File: config.mk
export PLATFORM = sky130hd
export DESIGN_NAME = cnn_layer_sequencer
export DESIGN_NICKNAME = d
export VERILOG_FILES = /design/src/rtl/cnn_pkg.sv /design/src/rtl/stage_watchdog.sv /design/src/rtl/cnn_layer_sequencer.sv
export SDC_FILE = /design/constraint.sdc
export NUM_CORES = 1
export LEC_CHECK = 0
export CAP_MARGIN = 5
export CORE_MARGIN = 1.5
export CORE_UTILIZATION = 24
export CTS_CLUSTER_SIZE = 30
export DETAILED_ROUTE_END_ITERATION = 8
export GPL_ROUTABILITY_DRIVEN = 1
export PLACE_DENSITY_LB_ADDON = 0.1
export SYNTH_ARGS = -nofsm -noshare
export SYNTH_HDL_FRONTEND = slang
export SYNTH_SLANG_ARGS = --single-unit
File: constraint.sdc
create_clock -name clk -period 5 [get_ports clk]
set_clock_uncertainty 0.05 [all_clocks]
set_input_delay 1.5 -clock clk [delete_from_list [all_inputs] [get_ports clk]]
set_output_delay 1.5 -clock clk [all_outputs]
set_load 0.005 [all_outputs]
File: src/rtl/cnn_pkg.sv
// Shared types and constants for the CNN layer sequencer.
package cnn_pkg;

    localparam int unsigned SEQ_STATE_W = 3;

    // Encodings are visible on the stage/err_stage outputs, so keep them fixed.
    typedef enum logic [SEQ_STATE_W-1:0] {
        StIdle = 3'd0,
        StConv = 3'd1,
        StPool = 3'd2,
        StFlat = 3'd3,
        StFc   = 3'd4,
        StDone = 3'd5,
        StErr  = 3'd6
    } seq_state_t;

endpackage

File: src/rtl/stage_watchdog.sv
// Per-stage timeout counter: cleared on stage entry, counts while a stage is active,
// flags expiry once it has seen TIMEOUT_CYCLES cycles in the stage.
module stage_watchdog #(
    parameter int unsigned TIMEOUT_CYCLES = 1024
) (
    input  logic clk,
    input  logic reset,
    input  logic clear_i,
    input  logic enable_i,
    output logic expired_o
);

    localparam int unsigned CntW = (TIMEOUT_CYCLES > 1) ? $clog2(TIMEOUT_CYCLES) : 1;
    localparam logic [CntW-1:0] CntMax = CntW'(TIMEOUT_CYCLES - 1);

    logic [CntW-1:0] cnt_q, cnt_d;

    // Expiry is only meaningful while a stage is being watched.
    assign expired_o = enable_i && (cnt_q == CntMax);

    // Clear dominates; saturate at the terminal count so it never wraps back.
    always_comb begin
        cnt_d = cnt_q;
        if (clear_i) begin
            cnt_d = '0;
        end else if (enable_i && (cnt_q != CntMax)) begin
            cnt_d = cnt_q + 1'b1;
        end
    end

    // Counter register.
    always_ff @(posedge clk or posedge reset) begin
        if (reset) begin
            cnt_q <= '0;
        end else begin
            cnt_q <= cnt_d;
        end
    end

endmodule

File: src/rtl/cnn_layer_sequencer.sv
// Frame sequencer: walks one frame through conv, pool, flatten and FC stages with
// registered start pulses, per-stage timeout, sticky error and a frame counter.
module cnn_layer_sequencer
    import cnn_pkg::*;
#(
    parameter int unsigned TIMEOUT_CYCLES = 1024,
    parameter int unsigned FRAME_CNT_W    = 16
) (
    input  logic                   clk,
    input  logic                   reset,
    input  logic                   frame_start_i,
    output logic                   ready_o,
    output logic                   busy_o,
    output logic                   conv_start_o,
    input  logic                   conv_done_i,
    output logic                   pool_start_o,
    input  logic                   pool_done_i,
    output logic                   flat_start_o,
    input  logic                   flat_done_i,
    output logic                   fc_start_o,
    input  logic                   fc_done_i,
    output logic [SEQ_STATE_W-1:0] stage_o,
    output logic                   frame_done_o,
    output logic [FRAME_CNT_W-1:0] frame_count_o,
    output logic                   error_o,
    output logic [SEQ_STATE_W-1:0] err_stage_o,
    input  logic                   clear_err_i
);

    seq_state_t state_q, state_d;
    logic [3:0] start_q, start_d;  // [0]=conv [1]=pool [2]=flat [3]=fc
    logic error_q, error_d;
    logic [SEQ_STATE_W-1:0] err_stage_q, err_stage_d;
    logic [FRAME_CNT_W-1:0] frame_cnt_q, frame_cnt_d;
    logic wd_clear, wd_enable, wd_expired;
    logic conv_ok, pool_ok, flat_ok, fc_ok;

    // A done is only honoured after the start-pulse cycle of its own stage.
    assign conv_ok = conv_done_i && !start_q[0];
    assign pool_ok = pool_done_i && !start_q[1];
    assign flat_ok = flat_done_i && !start_q[2];
    assign fc_ok   = fc_done_i   && !start_q[3];

    assign wd_enable = (state_q == StConv) || (state_q == StPool) ||
                       (state_q == StFlat) || (state_q == StFc);
    assign wd_clear  = (state_d != state_q);

    stage_watchdog #(
        .TIMEOUT_CYCLES(TIMEOUT_CYCLES)
    ) u_watchdog (
        .clk      (clk),
        .reset    (reset),
        .clear_i  (wd_clear),
        .enable_i (wd_enable),
        .expired_o(wd_expired)
    );

    // Next-state logic; a valid done beats a simultaneous timeout.
    always_comb begin
        state_d = state_q;
        unique case (state_q)
            StIdle: if (frame_start_i) state_d = StConv;
            StConv: if (conv_ok) state_d = StPool; else if (wd_expired) state_d = StErr;
            StPool: if (pool_ok) state_d = StFlat; else if (wd_expired) state_d = StErr;
            StFlat: if (flat_ok) state_d = StFc;   else if (wd_expired) state_d = StErr;
            StFc:   if (fc_ok)   state_d = StDone; else if (wd_expired) state_d = StErr;
            StDone: state_d = StIdle;
            StErr:  if (clear_err_i) state_d = StIdle;
            default: state_d = StIdle;
        endcase
    end

    // Start pulses fire on the cycle a stage is entered.
    always_comb begin
        start_d = 4'b0000;
        if (state_d != state_q) begin
            unique case (state_d)
                StConv:  start_d[0] = 1'b1;
                StPool:  start_d[1] = 1'b1;
                StFlat:  start_d[2] = 1'b1;
                StFc:    start_d[3] = 1'b1;
                default: start_d = 4'b0000;
            endcase
        end
    end

    // Sticky error capture on ERR entry, cleared only when leaving ERR; frame counter.
    always_comb begin
        error_d     = error_q;
        err_stage_d = err_stage_q;
        frame_cnt_d = frame_cnt_q;
        if ((state_d == StErr) && (state_q != StErr)) begin
            error_d     = 1'b1;
            err_stage_d = state_q;
        end else if ((state_q == StErr) && clear_err_i) begin
            error_d     = 1'b0;
            err_stage_d = '0;
        end
        if (state_q == StDone) begin
            frame_cnt_d = frame_cnt_q + 1'b1;
        end
    end

    // State and output registers.
    always_ff @(posedge clk or posedge reset) begin
        if (reset) begin
            state_q     <= StIdle;
            start_q     <= 4'b0000;
            error_q     <= 1'b0;
            err_stage_q <= '0;
            frame_cnt_q <= '0;
        end else begin
            state_q     <= state_d;
            start_q     <= start_d;
            error_q     <= error_d;
            err_stage_q <= err_stage_d;
            frame_cnt_q <= frame_cnt_d;
        end
    end

    assign ready_o       = (state_q == StIdle);
    assign busy_o        = wd_enable || (state_q == StDone);
    assign conv_start_o  = start_q[0];
    assign pool_start_o  = start_q[1];
    assign flat_start_o  = start_q[2];
    assign fc_start_o    = start_q[3];
    assign stage_o       = state_q;
    assign frame_done_o  = (state_q == StDone);
    assign frame_count_o = frame_cnt_q;
    assign error_o       = error_q;
    assign err_stage_o   = err_stage_q;

endmodule
==> results.rst <==
.. list-table::
   :header-rows: 1

   * - Metric
     - Value
   * - First-iteration detailed-routing DRC count
     - 35
   * - FFs w/ async S/R, synth
     - 1.00
   * - Achievable frequency
     - 0.278 GHz
   * - Post-Synthesis Mean Instance Area
     - 10.5 um^2
   * - Max clock buf depth
     - 2
   * - Total Die Area
     - 8560 um^2
   * - Post-synth top flop
     - dfrtp_1
   * - Crit-path cells
     - nand3b_1 > inv_1 > clkdlybuf4s50_1
   * - Core Box Area
     - 7730 um^2
   * - Initial core utilization
     - 0.249
   * - Number of detailed-route iterations in the first pass
     - 4
   * - Pin slew with the least headroom to its limit
     - 0.591 ns
   * - Number of flops mapped to enable cells by yosys
     - 0
   * - Total congestion overflow
     - 0
   * - Post-CTS Repair Setup Buffers
     - 0
   * - Startpoint class of the critical path
     - flip-flop
   * - Worst endpoint required time
     - 3.45 ns
   * - Critical path class
     - flip-flop to primary output
   * - # resized after CTS
     - 0
   * - Final wirelength
     - 3960 um
   * - Cell at the root of the clock tree
     - clkbuf_8
   * - Average wire per standard cell
     - 12.2 um
   * - CP max FO
     - 17
   * - Number of placed cells counting well taps
     - 318
   * - Critical Path Sink Type
     - primary output
   * - Routability-driven placement congestion ratio
     - 0.752
   * - Average vias per placed instance
     - 4.34
   * - Final worst path period share
     - 0.720
   * - Port buffer count
     - 37
   * - Worst-Skew Late Latency
     - 0.29 ns
   * - Final Setup Violations
     - 0
   * - Yosys reg bits
     - 37
   * - Min Tclk post-route
     - 3.60 ns
   * - Standard-cell row count
     - 32
   * - Die height
     - 92.5 um
   * - Width of the die
     - 92.5 um
   * - Initial antenna violation count
     - 0
   * - Sequential element share of the synthesized area
     - 0.481
   * - Max-capacitance violation count
     - 0
   * - Worst min path class
     - flip-flop to flip-flop
   * - Pwr Density
     - 463 nW/um^2
   * - H-tree Lvls
     - 2
   * - Layout Area Growth over Synthesis
     - 28.3%
   * - YS warnings
     - 0
   * - Final Hold Fails
     - 0
   * - Register clock-pin slew on the reported worst setup and hold paths
     - 0.07 ns
   * - Final Slew Violations
     - 0
   * - Pin count of the biggest net entering global routing
     - 38
   * - Layout cells sized above 1
     - 0.0987
   * - Clock buffer count from CTS
     - 5
   * - Number of buffers added to fix hold violations after cts
     - 0
   * - Slew HR
     - 0.606
   * - Number of nets in the finished design
     - 233
   * - Remaining DRCs
     - 0
   * - Total via count after detailed routing
     - 1410
   * - Run status
     - finished clean
   * - Cells after synthesis
     - 183
   * - CTS tree
     - yes
   * - Total Neg Setup Slack
     - 0 ns
   * - Mapped Area
     - 1920 um^2
   * - Setup repair after global routing missed its margin
     - false
   * - I/O pin cnt
     - 38
   * - Distinct cells, synth
     - 39
   * - Delay contributed by the slowest stage of the critical path
     - 0.72 ns
   * - Cell leakage power
     - 1.09 nW
   * - Max stage delay cell, worst path
     - dfrtp_1
   * - Peak ir drop on the vdd network
     - 0.000145 V
   * - Util after Layout
     - 0.320
   * - Mapped Nets
     - 193
   * - Count of clock tree sinks
     - 37
   * - First-pass GRT wire length
     - 6740 um
   * - Final antenna diode count
     - 0
   * - Detail Placement HPWL
     - 2790 um
   * - Layout fillers
     - 793
   * - Antenna viol nets, final
     - 0
   * - Number of non-filler instances in the completed layout
     - 325
   * - Critical path data arrival time
     - 2.05 ns
   * - Number of global-route vias before repair
     - 1364
   * - Overall fraction of global-route tracks in use
     - 0.101
per-layer routing:
metal / vias up / track usage / wire [um]
met5: - / 0 / 0
met4: 0 / 0.0346 / 57
met3: 6 / 0.0287 / 139
met2: 16 / 0.159 / 1890
met1: 680 / 0.131 / 1870
li1: 708 / - / -
metrics by stage:
step	power (mW)	area [um^2]	worst slack (ns)	hold WS (ns)
finish	1.14	2470	1.40	0.434
global route	1.24	2470	1.25	0.447
CTS	1.17	2470	1.36	0.440
detailed placement	0.911	2370	1.49	0.426
global placement	0.917	2370	1.53	0.419
floorplan	0.739	1920	2.21	0.418
placed cells by master (no fill, tap or decap), types with 2 or more instances in the layout:
master,instances
dfrtp_1,37
clkdlybuf4s50_1,37
nor2_1,18
nand2_1,17
nand3_1,16
xnor2_1,14
xor2_1,11
and3_1,8
a21oi_1,6
inv_1,5
clkbuf_8,5
and2b_2,4
nand3b_1,3
and4_1,3
nand2b_1,3
nor2b_1,3
o21ai_0,3
nand4_1,2
a2bb2oi_2,2
nor3b_1,2
and2_1,2
ha_1,2
power by group:
part / leakage [nW] / internal (mW) / total, mW / switching (mW)
logic: 0.533 / 0.249 / 0.453 / 0.204
registers: 0.503 / 0.352 / 0.440 / 0.0885
clock network: 0.0540 / 0.145 / 0.250 / 0.105
cell families after synthesis:
group,after synthesis,synth area share
fa+ha+maj,2,0.0130
simple gates,88,0.252
buf+inv,10,0.0429
xor+xnor,26,0.122
flops,37,0.481
compound gates,20,0.0891
path summary, 6_finish.rpt:
path                                startpoint                  end  slack [ns]  depth (start not counted)
max reg2reg                u_watchdog.cnt_q[0]       err_stage_o[1]        2.72                          7
max                                 stage_o[2]         frame_done_o        1.40                          3
max in group asynchronous                reset              error_o        2.98                          3
min reg2reg                  frame_count_o[15]    frame_count_o[15]        0.43                          1
min                          frame_count_o[15]    frame_count_o[15]        0.43                          1
min in group asynchronous                reset  u_watchdog.cnt_q[3]        1.57                          3
flip-flops by register name, indices dropped and copies added, names as in the netlist:
| register | flops |
|---|---|
| err_stage_o | 3 |
| stage_o | 3 |
| frame_count_o | 16 |
| error_o | 1 |
| start_q | 4 |
| u_watchdog.cnt_q | 10 |
Yosys cell counts, drive strengths merged (2+ instances only):
cell	instances	area (um^2)
xnor2	15	139
and3	8	50.1
nand2b	3	18.8
a31oi	2	27.5
buf	2	22.5
dfrtp	37	926
nor2b	3	18.8
nand3b	3	22.5
clkbuf	3	41.3
o21ai	3	15.0
and2b	4	35.0
a21oi	6	30.0
and4	4	37.5
nand4	2	12.5
inv	5	18.8
xor2	11	96.3
nand3	17	90.1
a2bb2oi	2	30.0
ha	2	25.0
nor3b	2	15.0
or3b	2	20.0
and2	2	12.5
nand2	17	63.8
nor2	18	67.6
critical path: cells and delay by family, from the launching register on:
family | cells | cell delay (ns)
buffers and inverters | 2 | 0.74
DFF | 1 | 0.72
and+or+nand+nor | 1 | 0.31
cell type report:
type / instances / area (um^2) / area share
clock buffers: 5 / 68.8 / 0.0279
clock inverters: 2 / 35.0 / 0.0142
inverters: 5 / 18.8 / 0.00760
multi-input cells: 136 / 916 / 0.371
flip-flops and latches: 37 / 926 / 0.375
well taps: 102 / 128 / 0.0517
repair buffers: 38 / 378 / 0.153
Power figures use the tool's default switching activity.
==> variant: new RTL, config.mk and constraints unchanged <==
`TIMEOUT_CYCLES` is set to 1024 in 2 places; all go to 2048.
--- a/src/rtl/stage_watchdog.sv
+++ b/src/rtl/stage_watchdog.sv
@@ -1,7 +1,7 @@
 // Per-stage timeout counter: cleared on stage entry, counts while a stage is active,
 // flags expiry once it has seen TIMEOUT_CYCLES cycles in the stage.
 module stage_watchdog #(
-    parameter int unsigned TIMEOUT_CYCLES = 1024
+    parameter int unsigned TIMEOUT_CYCLES = 2048
 ) (
     input  logic clk,
     input  logic reset,
--- a/src/rtl/cnn_layer_sequencer.sv
+++ b/src/rtl/cnn_layer_sequencer.sv
@@ -3,7 +3,7 @@
 module cnn_layer_sequencer
     import cnn_pkg::*;
 #(
-    parameter int unsigned TIMEOUT_CYCLES = 1024,
+    parameter int unsigned TIMEOUT_CYCLES = 2048,
     parameter int unsigned FRAME_CNT_W    = 16
 ) (
     input  logic                   clk,
Function: no difference found for any inputs over 10 cycles, from zero or initial values and one cycle with reset high; that may be too few to reach the edited logic, so the function may still have changed.
==> variant against the original RTL <==
Area after synthesis grew 8.1%; wire length rose by 24%; fmax fell by 0.41%; combinational power up 18%; critical path type unchanged; first-iteration DRC count is 83% higher; count of clock-buffer cells in the layout unchanged; non-clock buffer count up 2; critical endpoint is now busy_o; cell area increased by 8.2%; power increased by 7.7%; clock power up 7%; via count grew 17%; sequential cell count rose by 1; die area is 7.9% higher; worst setup slack got worse by 0.015 ns.
==> variant: results (changes against the original RTL) <==
Status
  • Outcome: finished, final reports clean

Finish
  • Fraction of layout cells with a size suffix above 1: 0.133 (+0.0344)
  • Number of fill cells: 864 (+9.0%)
  • Final nets: 257 (+10%)

GRT
  • Gr usage total: 0.118 (+0.0176)
  • Vias in the first global route: 1645 (+21%)
  • Largest net degree at the start of global routing: 21 (-45%)
  • First-pass GRT wire length: 8320 µm (+23%)

Synth
  • Adder-cell area share of the yosys netlist: 0.0120 (-0.000977)
  • Syn nets: 216 (+12%)
  • Synth Area in Compound Gates: 0.108 (+0.0192)
  • Synth area leaders: dfrtp_1, xnor2_1, nor3_1
  • Post-Synth XOR/XNOR Area: 0.101 (-0.0212)
  • Cell variety after synth: 53 (+36%)
  • Mux contribution to synthesized area: 0.0247 (+0.0247)
  • Synth top cells by count: dfrtp_1, nor3_1, xnor2_1, nand2_1, nor2_1
  • Seq/Total Area, Yosys: 0.457 (-0.0241)

Pwr
  • Leak: 1.12 nW (+2.6%)
  • Worst IR Drop VDD: 176 µV (+22%)

Detailed routing
  • WL/cell: 13.9 µm (+14%)
  • DR iter-0 viols: 64 (+83%)
  • DR vias/cell: 4.68 (+7.8%)

CTS
  • Clk slew on worst S/H paths: 0.09 ns (+0.02 ns)

Place
  • DP Area: 0.00256 mm² (+8.1%)
  • Port Buffers: 37 (unchanged)
  • Final HPWL DP: 3600 µm (+29%)
  • GP Congestion: 0.744 (-1.1%)

Setup path
  • CP delay by family, top: flip-flops
  • Worst-path maximum fanout: 16 (-1)

Timing
  • Slew HR: 0.388 (-0.218)
## variant: logic make-up (layout without fill, tap and decap cells)
logic type,Yosys count,count (layout)
simple gates,95,95
flops,38,38
compound gates,29,29
xor+xnor,24,24
buf+inv,13,55
mux,5,5
fa+ha+maj,2,2
## variant: per-stage QoR
| step | setup WS (ns) | util | cells |
|---|---|---|---|
| floorplan | 2.07 | - | 206 |
| global placement | 1.39 | 0.308 | 345 |
| detailed placement | 1.37 | 0.308 | 345 |
| CTS | 1.38 | 0.322 | 353 |
| global route | 1.21 | 0.322 | 353 |
| finish | 1.39 | 0.322 | 353 |
## variant: layout make-up
type / instances / area share
Clock buffer: 5 / 0.0257
Clock inverter: 3 / 0.0169
Inverter: 7 / 0.00983
Multi-Input combinational cell: 155 / 0.396
Sequential cell: 38 / 0.356
Tap cell: 105 / 0.0492
Timing Repair Buffer: 40 / 0.147
## variant: worst paths after layout
path                                        start             endpoint  slack (ns)  cells after the start
min in group asynchronous                   reset  u_watchdog.cnt_q[5]        1.59                      2
worst max register to register         stage_o[1]  u_watchdog.cnt_q[6]        2.51                      5
worst min-delay path            frame_count_o[15]    frame_count_o[15]        0.42                      1
max in group asynchronous                   reset    frame_count_o[10]        2.56                      3
worst min register to register  frame_count_o[15]    frame_count_o[15]        0.42                      1
worst max-delay path                   stage_o[2]               busy_o        1.39                      4
## variant: layer usage
layer / up-vias / track usage / wire [µm]
met5: - / 0 / 0
met3: 4 / 0.0284 / 139
li1: 822 / - / -
met1: 799 / 0.174 / 2560
met2: 26 / 0.172 / 2210
met4: 0 / 0.0294 / 20
## variant: where the power goes
group          switching (W)  leakage [nW]  internal [W]
logic               0.000281         0.553      0.000253
registers          0.0000714         0.515      0.000360
clock network       0.000119        0.0504      0.000149
total               0.000471          1.12      0.000761
